==> src/rtl/elevator_car_sched.sv <==
// elevator_car_sched
//   Single-car elevator controller. Latches hall and car calls into lamps,
//   picks travel direction with collective-selective scheduling, and runs
//   door and travel phases from deterministic cycle timers.
// Ports
//   clk            rising-edge clock
//   reset          asynchronous active-high reset
//   hall_up_req    per-floor up-call requests (top-floor bit ignored)
//   hall_dn_req    per-floor down-call requests (floor-0 bit ignored)
//   car_req        in-car floor buttons
//   door_obstruct  obstruction sensor, only acted on while the door is closing
//   floor          current car floor
//   dir_up         1 = travelling/serving upward, 0 = downward
//   moving         high while the car travels between floors
//   door           0 CLOSED, 1 OPENING, 2 OPEN, 3 CLOSING
//   arrive         one-cycle pulse in the first cycle at a new floor
//   hall_up_lit, hall_dn_lit, car_lit   latched call lamps
module elevator_car_sched #(
  parameter int NUM_FLOORS = 6,
  parameter int FLOOR_W    = 3,
  parameter int INIT_FLOOR = 0,
  parameter int TRAVEL_CYC = 4,
  parameter int DOOR_CYC   = 2,
  parameter int HOLD_CYC   = 3
) (
  input  logic                  clk,
  input  logic                  reset,
  input  logic [NUM_FLOORS-1:0] hall_up_req,
  input  logic [NUM_FLOORS-1:0] hall_dn_req,
  input  logic [NUM_FLOORS-1:0] car_req,
  input  logic                  door_obstruct,
  output logic [FLOOR_W-1:0]    floor,
  output logic                  dir_up,
  output logic                  moving,
  output logic [1:0]            door,
  output logic                  arrive,
  output logic [NUM_FLOORS-1:0] hall_up_lit,
  output logic [NUM_FLOORS-1:0] hall_dn_lit,
  output logic [NUM_FLOORS-1:0] car_lit
);

  localparam int TMR_W = 16;
  localparam logic [FLOOR_W-1:0]    TOP     = FLOOR_W'(NUM_FLOORS - 1);
  localparam logic [NUM_FLOORS-1:0] ONE     = NUM_FLOORS'(1);
  localparam logic [NUM_FLOORS-1:0] UP_OK   = ~(ONE << (NUM_FLOORS - 1));
  localparam logic [NUM_FLOORS-1:0] DN_OK   = ~ONE;
  localparam logic [TMR_W-1:0]      T_DOOR  = TMR_W'(DOOR_CYC - 1);
  localparam logic [TMR_W-1:0]      T_HOLD  = TMR_W'(HOLD_CYC - 1);
  localparam logic [TMR_W-1:0]      T_TRAV  = TMR_W'(TRAVEL_CYC - 1);

  typedef enum logic [2:0] {S_IDLE, S_OPENING, S_OPEN, S_CLOSING, S_MOVING} state_t;

  state_t                  state_q, state_d;
  logic [FLOOR_W-1:0]      floor_q, floor_d;
  logic                    dir_q, dir_d;
  logic [TMR_W-1:0]        timer_q, timer_d;
  logic                    arrive_q, arrive_d;
  logic [NUM_FLOORS-1:0]   car_q, car_d, up_q, up_d, dn_q, dn_d;

  logic [NUM_FLOORS-1:0]   all_lit, clr_oh;
  logic [FLOOR_W-1:0]      floor_nx;
  logic                    dir_nx, here_nx, ahead_nx, hold_hit;
  logic                    srv_up_cur, srv_dn_cur, srv_up_nx, srv_dn_nx;

  // Any lamp strictly above (up=1) or strictly below (up=0) floor g.
  function automatic logic lamps_beyond(input logic [NUM_FLOORS-1:0] v,
                                        input logic [FLOOR_W-1:0] g, input logic up);
    logic hit;
    hit = 1'b0;
    for (int i = 0; i < NUM_FLOORS; i++) begin
      if (v[i] && (up ? (i > int'(g)) : (i < int'(g)))) hit = 1'b1;
    end
    return hit;
  endfunction

  // Call at floor g that a stop in direction d serves.
  function automatic logic here_dir(input logic [NUM_FLOORS-1:0] c, input logic [NUM_FLOORS-1:0] u,
                                    input logic [NUM_FLOORS-1:0] dn, input logic [FLOOR_W-1:0] g,
                                    input logic d);
    return c[g] | (d ? u[g] : dn[g]);
  endfunction

  always_comb begin
    state_d  = state_q;
    floor_d  = floor_q;
    dir_d    = dir_q;
    timer_d  = timer_q;
    arrive_d = 1'b0;
    all_lit  = car_q | up_q | dn_q;

    // Floor and direction the car would have after completing the current hop.
    floor_nx = dir_q ? floor_q + FLOOR_W'(1) : floor_q - FLOOR_W'(1);
    dir_nx   = dir_q;
    if (floor_nx == TOP) dir_nx = 1'b0;
    else if (floor_nx == '0) dir_nx = 1'b1;
    here_nx  = here_dir(car_q, up_q, dn_q, floor_nx, dir_nx);
    ahead_nx = lamps_beyond(all_lit, floor_nx, dir_nx);

    // A press at the floor being served while OPEN keeps the door open longer.
    srv_up_cur = dir_q | (floor_q == '0) | (floor_q == TOP);
    srv_dn_cur = ~dir_q | (floor_q == '0) | (floor_q == TOP);
    hold_hit   = car_req[floor_q] | (srv_up_cur & UP_OK[floor_q] & hall_up_req[floor_q])
               | (srv_dn_cur & DN_OK[floor_q] & hall_dn_req[floor_q]);

    case (state_q)
      S_IDLE: begin
        if (here_dir(car_q, up_q, dn_q, floor_q, dir_q)) begin
          state_d = S_OPENING;
          timer_d = T_DOOR;
        end else if ((dir_q ? dn_q[floor_q] : up_q[floor_q])
                     && !lamps_beyond(all_lit, floor_q, dir_q)) begin
          // Opposite-direction hall call here and nothing ahead: turn around and serve it.
          dir_d   = ~dir_q;
          state_d = S_OPENING;
          timer_d = T_DOOR;
        end else if (lamps_beyond(all_lit, floor_q, dir_q)) begin
          state_d = S_MOVING;
          timer_d = T_TRAV;
        end else if (lamps_beyond(all_lit, floor_q, ~dir_q)) begin
          dir_d   = ~dir_q;
          state_d = S_MOVING;
          timer_d = T_TRAV;
        end
      end
      S_OPENING: begin
        if (timer_q == '0) begin
          state_d = S_OPEN;
          timer_d = T_HOLD;
        end else timer_d = timer_q - TMR_W'(1);
      end
      S_OPEN: begin
        if (hold_hit) timer_d = T_HOLD;
        else if (timer_q == '0) begin
          state_d = S_CLOSING;
          timer_d = T_DOOR;
        end else timer_d = timer_q - TMR_W'(1);
      end
      S_CLOSING: begin
        if (door_obstruct) begin
          state_d = S_OPENING;
          timer_d = T_DOOR;
        end else if (timer_q == '0) begin
          state_d = S_IDLE;
          timer_d = '0;
        end else timer_d = timer_q - TMR_W'(1);
      end
      S_MOVING: begin
        if (timer_q == '0) begin
          floor_d  = floor_nx;
          dir_d    = dir_nx;
          arrive_d = 1'b1;
          if (here_nx || !ahead_nx) begin
            // Stopping with only an opposite hall call here: face its direction.
            if (!here_nx && (dir_nx ? dn_q[floor_nx] : up_q[floor_nx])) dir_d = ~dir_nx;
            state_d = S_OPENING;
            timer_d = T_DOOR;
          end else timer_d = T_TRAV;
        end else timer_d = timer_q - TMR_W'(1);
      end
      default: begin
        state_d = S_IDLE;
        timer_d = '0;
      end
    endcase

    // Lamps latch requests; while the door is opening/open at a floor its served lamps stay clear.
    srv_up_nx = dir_d | (floor_d == '0) | (floor_d == TOP);
    srv_dn_nx = ~dir_d | (floor_d == '0) | (floor_d == TOP);
    clr_oh    = '0;
    if (state_d == S_OPENING || state_d == S_OPEN) clr_oh = ONE << floor_d;
    car_d = (car_q | car_req) & ~clr_oh;
    up_d  = (up_q | hall_up_req) & UP_OK & ~(srv_up_nx ? clr_oh : '0);
    dn_d  = (dn_q | hall_dn_req) & DN_OK & ~(srv_dn_nx ? clr_oh : '0);
  end

  always_ff @(posedge clk or posedge reset) begin
    if (reset) begin
      state_q  <= S_IDLE;
      floor_q  <= FLOOR_W'(INIT_FLOOR);
      dir_q    <= 1'b1;
      timer_q  <= '0;
      arrive_q <= 1'b0;
      car_q    <= '0;
      up_q     <= '0;
      dn_q     <= '0;
    end else begin
      state_q  <= state_d;
      floor_q  <= floor_d;
      dir_q    <= dir_d;
      timer_q  <= timer_d;
      arrive_q <= arrive_d;
      car_q    <= car_d;
      up_q     <= up_d;
      dn_q     <= dn_d;
    end
  end

  always_comb begin
    case (state_q)
      S_OPENING: door = 2'd1;
      S_OPEN:    door = 2'd2;
      S_CLOSING: door = 2'd3;
      default:   door = 2'd0;
    endcase
  end

  assign moving      = (state_q == S_MOVING);
  assign floor       = floor_q;
  assign dir_up      = dir_q;
  assign arrive      = arrive_q;
  assign car_lit     = car_q;
  assign hall_up_lit = up_q;
  assign hall_dn_lit = dn_q;

endmodule

==> config.mk <==
export PLATFORM = sky130hd
export DESIGN_NAME = elevator_car_sched
export DESIGN_NICKNAME = d
export VERILOG_FILES = /design/src/rtl/elevator_car_sched.sv
export SDC_FILE = /design/constraint.sdc
export NUM_CORES = 1
export LEC_CHECK = 0
export ABC_CLOCK_PERIOD_IN_PS = 5000
export CORE_MARGIN = 10
export CORE_UTILIZATION = 56
export DETAILED_ROUTE_END_ITERATION = 16
export GPL_TIMING_DRIVEN = 0
export PLACE_DENSITY = 0.82
export SYNTH_ARGS = -nofsm -noshare
export SYNTH_HDL_FRONTEND = slang
export SYNTH_SLANG_ARGS = --single-unit
==> constraint.sdc <==
create_clock -name clk -period 5 [get_ports clk]
set_input_delay 0.75 -clock clk [delete_from_list [all_inputs] [get_ports clk]]
set_output_delay 0.75 -clock clk [all_outputs]
set_load 0.01 [all_outputs]
==> results.md <==
- Worst-path maximum fanout: 10
- Remaining global-route overflow: 0
- Clock sinks: 40
- Power Density: 687 nW/µm²
- Via/cell ratio: 6.78
- Max-slew violations: 0
- CP startpoint kind: flop
- Endpoints failing hold: 0
- Clock slew at reported path FFs: 90 ps
- Gr usage total: 0.217
- Post-synth EDFFs: 0
- Maximum clock path buffer count: 2
- Final setup TNS: 0 ps
- CP cell instances: buf_2 -> buf_2 -> clkbuf_1 -> inv_1 -> ha_1 -> clkbuf_2 -> xor2_1 -> nor3_1 -> a21oi_1 -> o2111ai_1 -> mux2_2 -> o211ai_4 -> inv_2 -> o32a_1
- Routed WL: 10900 µm
- Post-CTS Hold Fix Bufs: 0
- Yosys cell types: 74
- CTS Root Cell: clkbuf_8
- DRT iter0 DRCs: 317
- Initial Util: 0.572
- Max Freq: 0.216 GHz
- Total die area: 9470 µm²
- Status: complete, no violations
- Final WS setup: 366 ps
- Port Buffers: 43
- H-tree levels: 2
- First-pass DRT Iterations: 5
- Maximum vdd drop: 0.000378 V
- Drc violations: 0
- Post-synthesis async set-or-reset flop share: 1.00
- Power Total: 2720 µW
- Simple-gate portion of the synthesized area: 0.210
- Number of global-route vias before repair: 3365
- DP HPWL: 8240 µm
- I/O pin cnt: 47
- Vias: 3652
- Antenna Cells: 0
- Fin crit period: 4630 ps
- CTS tree: done
- Maximum number of pins on one net before global-route repair: 41
- Post-synthesis compound-gate area fraction: 0.325
- Most used DFF post-synth: dfrtp_1
- Mapped cell area: 3350 µm²
- Worst-Skew Late Latency: 300 ps
- Main combinational cell family by area after synthesis: compound AO/OA/AOI/OAI gates
- Worst Path Arrival: 4820 ps
- Synth Register Bits: 40
- Share of cells above drive strength 1: 0.0905
- Rel. slew slack: 0.440
- Synth area leader: dfrtp_1
- Adder-cell share of the synthesized area: 0.0150
- YS warnings: 0
- First-pass GRT wire length: 17500 µm
- Slew @ Worst Pin: 839 ps
- Cells after synthesis: 413
- Synth top area share: 0.292
- Post-synthesis xor/xnor area fraction: 0.0206
- CP max stage delay: 520 ps
- Final setup viols: 0
- Placement row count: 28
- Syn_area_per_cell: 8.10 µm²
- P&R area growth vs syn: 18.5%
- Initial antenna violation count: 0
- Top post-synthesis cells by count: nor2_1 (45), dfrtp_1 (39), o21ai_0 (35), nand2_1 (28), a21oi_1 (26)
- Top cells by area, synth: dfrtp_1 (29%), o21ai_0 (5.2%), nor2_1 (5.0%)
- Core area: 5850 µm²
- Die X-Extent: 97.3 µm
- Clock skew: 8.46 ps
- Cells resized by post-CTS repair: 0
- Post CTS Setup Buffer Count: 0
- Dpl ws: 332 ps
- Hold Path Class: flop to flop
- Vert. Die Dim: 97.3 µm
- Remaining antenna violation count after routing: 0
- Slowest CP cell: dfrtp_1
- Most frequent cell on the critical path: buf_2
- Period utilisation layout: 0.927
- RePlAce Congestion: 0.982
- Post-DR wirelength/cell: 20.2 µm
- Hold slack: 521 ps
- Final net count: 489
- Post-synthesis mux area share: 0.0684
- Num CTS Buffers: 5
- Worst endpoint required time: 5190 ps
- CP endpoint kind: flop
- CP Class: flop to flop
- Count leader, synth: nor2_1
- RSZ-0062 raised after global routing: false
- Core Util, Final: 0.678
- Maxcap violations: 0
- Seq/Total Area, Yosys: 0.299
- Leakage power total: 0.00160 µW
## final cells by class
type	count	area [µm²]
Inverter	17	63.8
Buffer	29	139
Clock inverter	2	12.5
Multi-Input combinational cell	328	2150
Clock buffer	5	68.8
Fill cell	496	1890
Tap cell	75	93.8
Timing Repair Buffer	43	430
Sequential cell	40	1000
## worst paths after layout
kind                                          from                       end  slack [ps]  cells past startpoint
min in group asynchronous                    reset      car_lit[1]$_DFF_PP0_         940                      2
setup reg to reg                floor[0]$_DFF_PP0_  hall_dn_lit[4]$_DFF_PP0_         370                     14
hold reg to reg            timer_q[10]$_DFFE_PP0P_   timer_q[10]$_DFFE_PP0P_         520                      1
max in group asynchronous                    reset    timer_q[3]$_DFFE_PP0P_        3540                      2
setup / recovery                floor[0]$_DFF_PP0_  hall_dn_lit[4]$_DFF_PP0_         370                     14
hold / removal             timer_q[10]$_DFFE_PP0P_   timer_q[10]$_DFFE_PP0P_         520                      1
## layout by cell type (no fill, tap or decap), types with 5 or more instances in the layout
master	instances
clkbuf_1	13
a21oi_1	26
clkbuf_8	5
clkdlybuf4s50_1	43
o21ai_0	35
nand2_1	28
o22ai_1	5
nand3_1	10
nor3_1	21
dfrtp_1	39
a21o_1	8
mux2i_1	12
o22a_1	5
nor4_1	10
nor2_1	45
nand2b_1	5
buf_2	11
a31oi_1	8
a22o_1	9
inv_1	15
## per-stage QoR
step	instance area [µm²]	std cells
after floorplan	3350	414
after CTS	3960	539
after global routing	3970	539
final	3970	539
after detailed placement	3870	532
after global placement	3870	532
## logic make-up (layout without fill, tap and decap cells)
logic type      after synthesis  after routing
compound gates              153            153
buf+inv                      46             96
simple gates                143            143
xor+xnor                      7              7
fa+ha+maj                     4              4
other cells                   1              2
mux                          19             19
flops                        40             40
## per-layer routing
metal | track usage | routed length (µm) | part of all wire | vias up
li1 | - | - | - | 1667
met2 | 0.329 | 4870 | 0.45 | 213
met1 | 0.299 | 4820 | 0.44 | 1751
met4 | 0.0604 | 213 | 0.020 | 0
met5 | 0 | 0 | 0 | -
met3 | 0.0512 | 987 | 0.091 | 21
## registers in the layout, indices dropped and copies added (netlist names)
register,cells
floor,3
hall_dn_lit,5
arrive,1
hall_up_lit,5
state_q,3
timer_q,16
dir_up,1
car_lit,6
## critical path: cells and delay by family, from the launching register on
kind,cells,cell delay [ps]
xor gates and xnor gates,1,430
buffers and inverters,6,1560
AOI/OAI and AO/OA,4,1130
adders and majority gates,1,450
and+or+nand+nor,1,110
DFF,1,520
muxes,1,320
## power breakdown
| part | total (µW) | switching (µW) | internal, µW |
|---|---|---|---|
| logic | 1920 | 1150 | 771 |
| clock network | 216 | 121 | 94.7 |
| registers | 588 | 152 | 436 |
| total | 2720 | 1420 | 1300 |
Power figures use the tool's default switching activity.
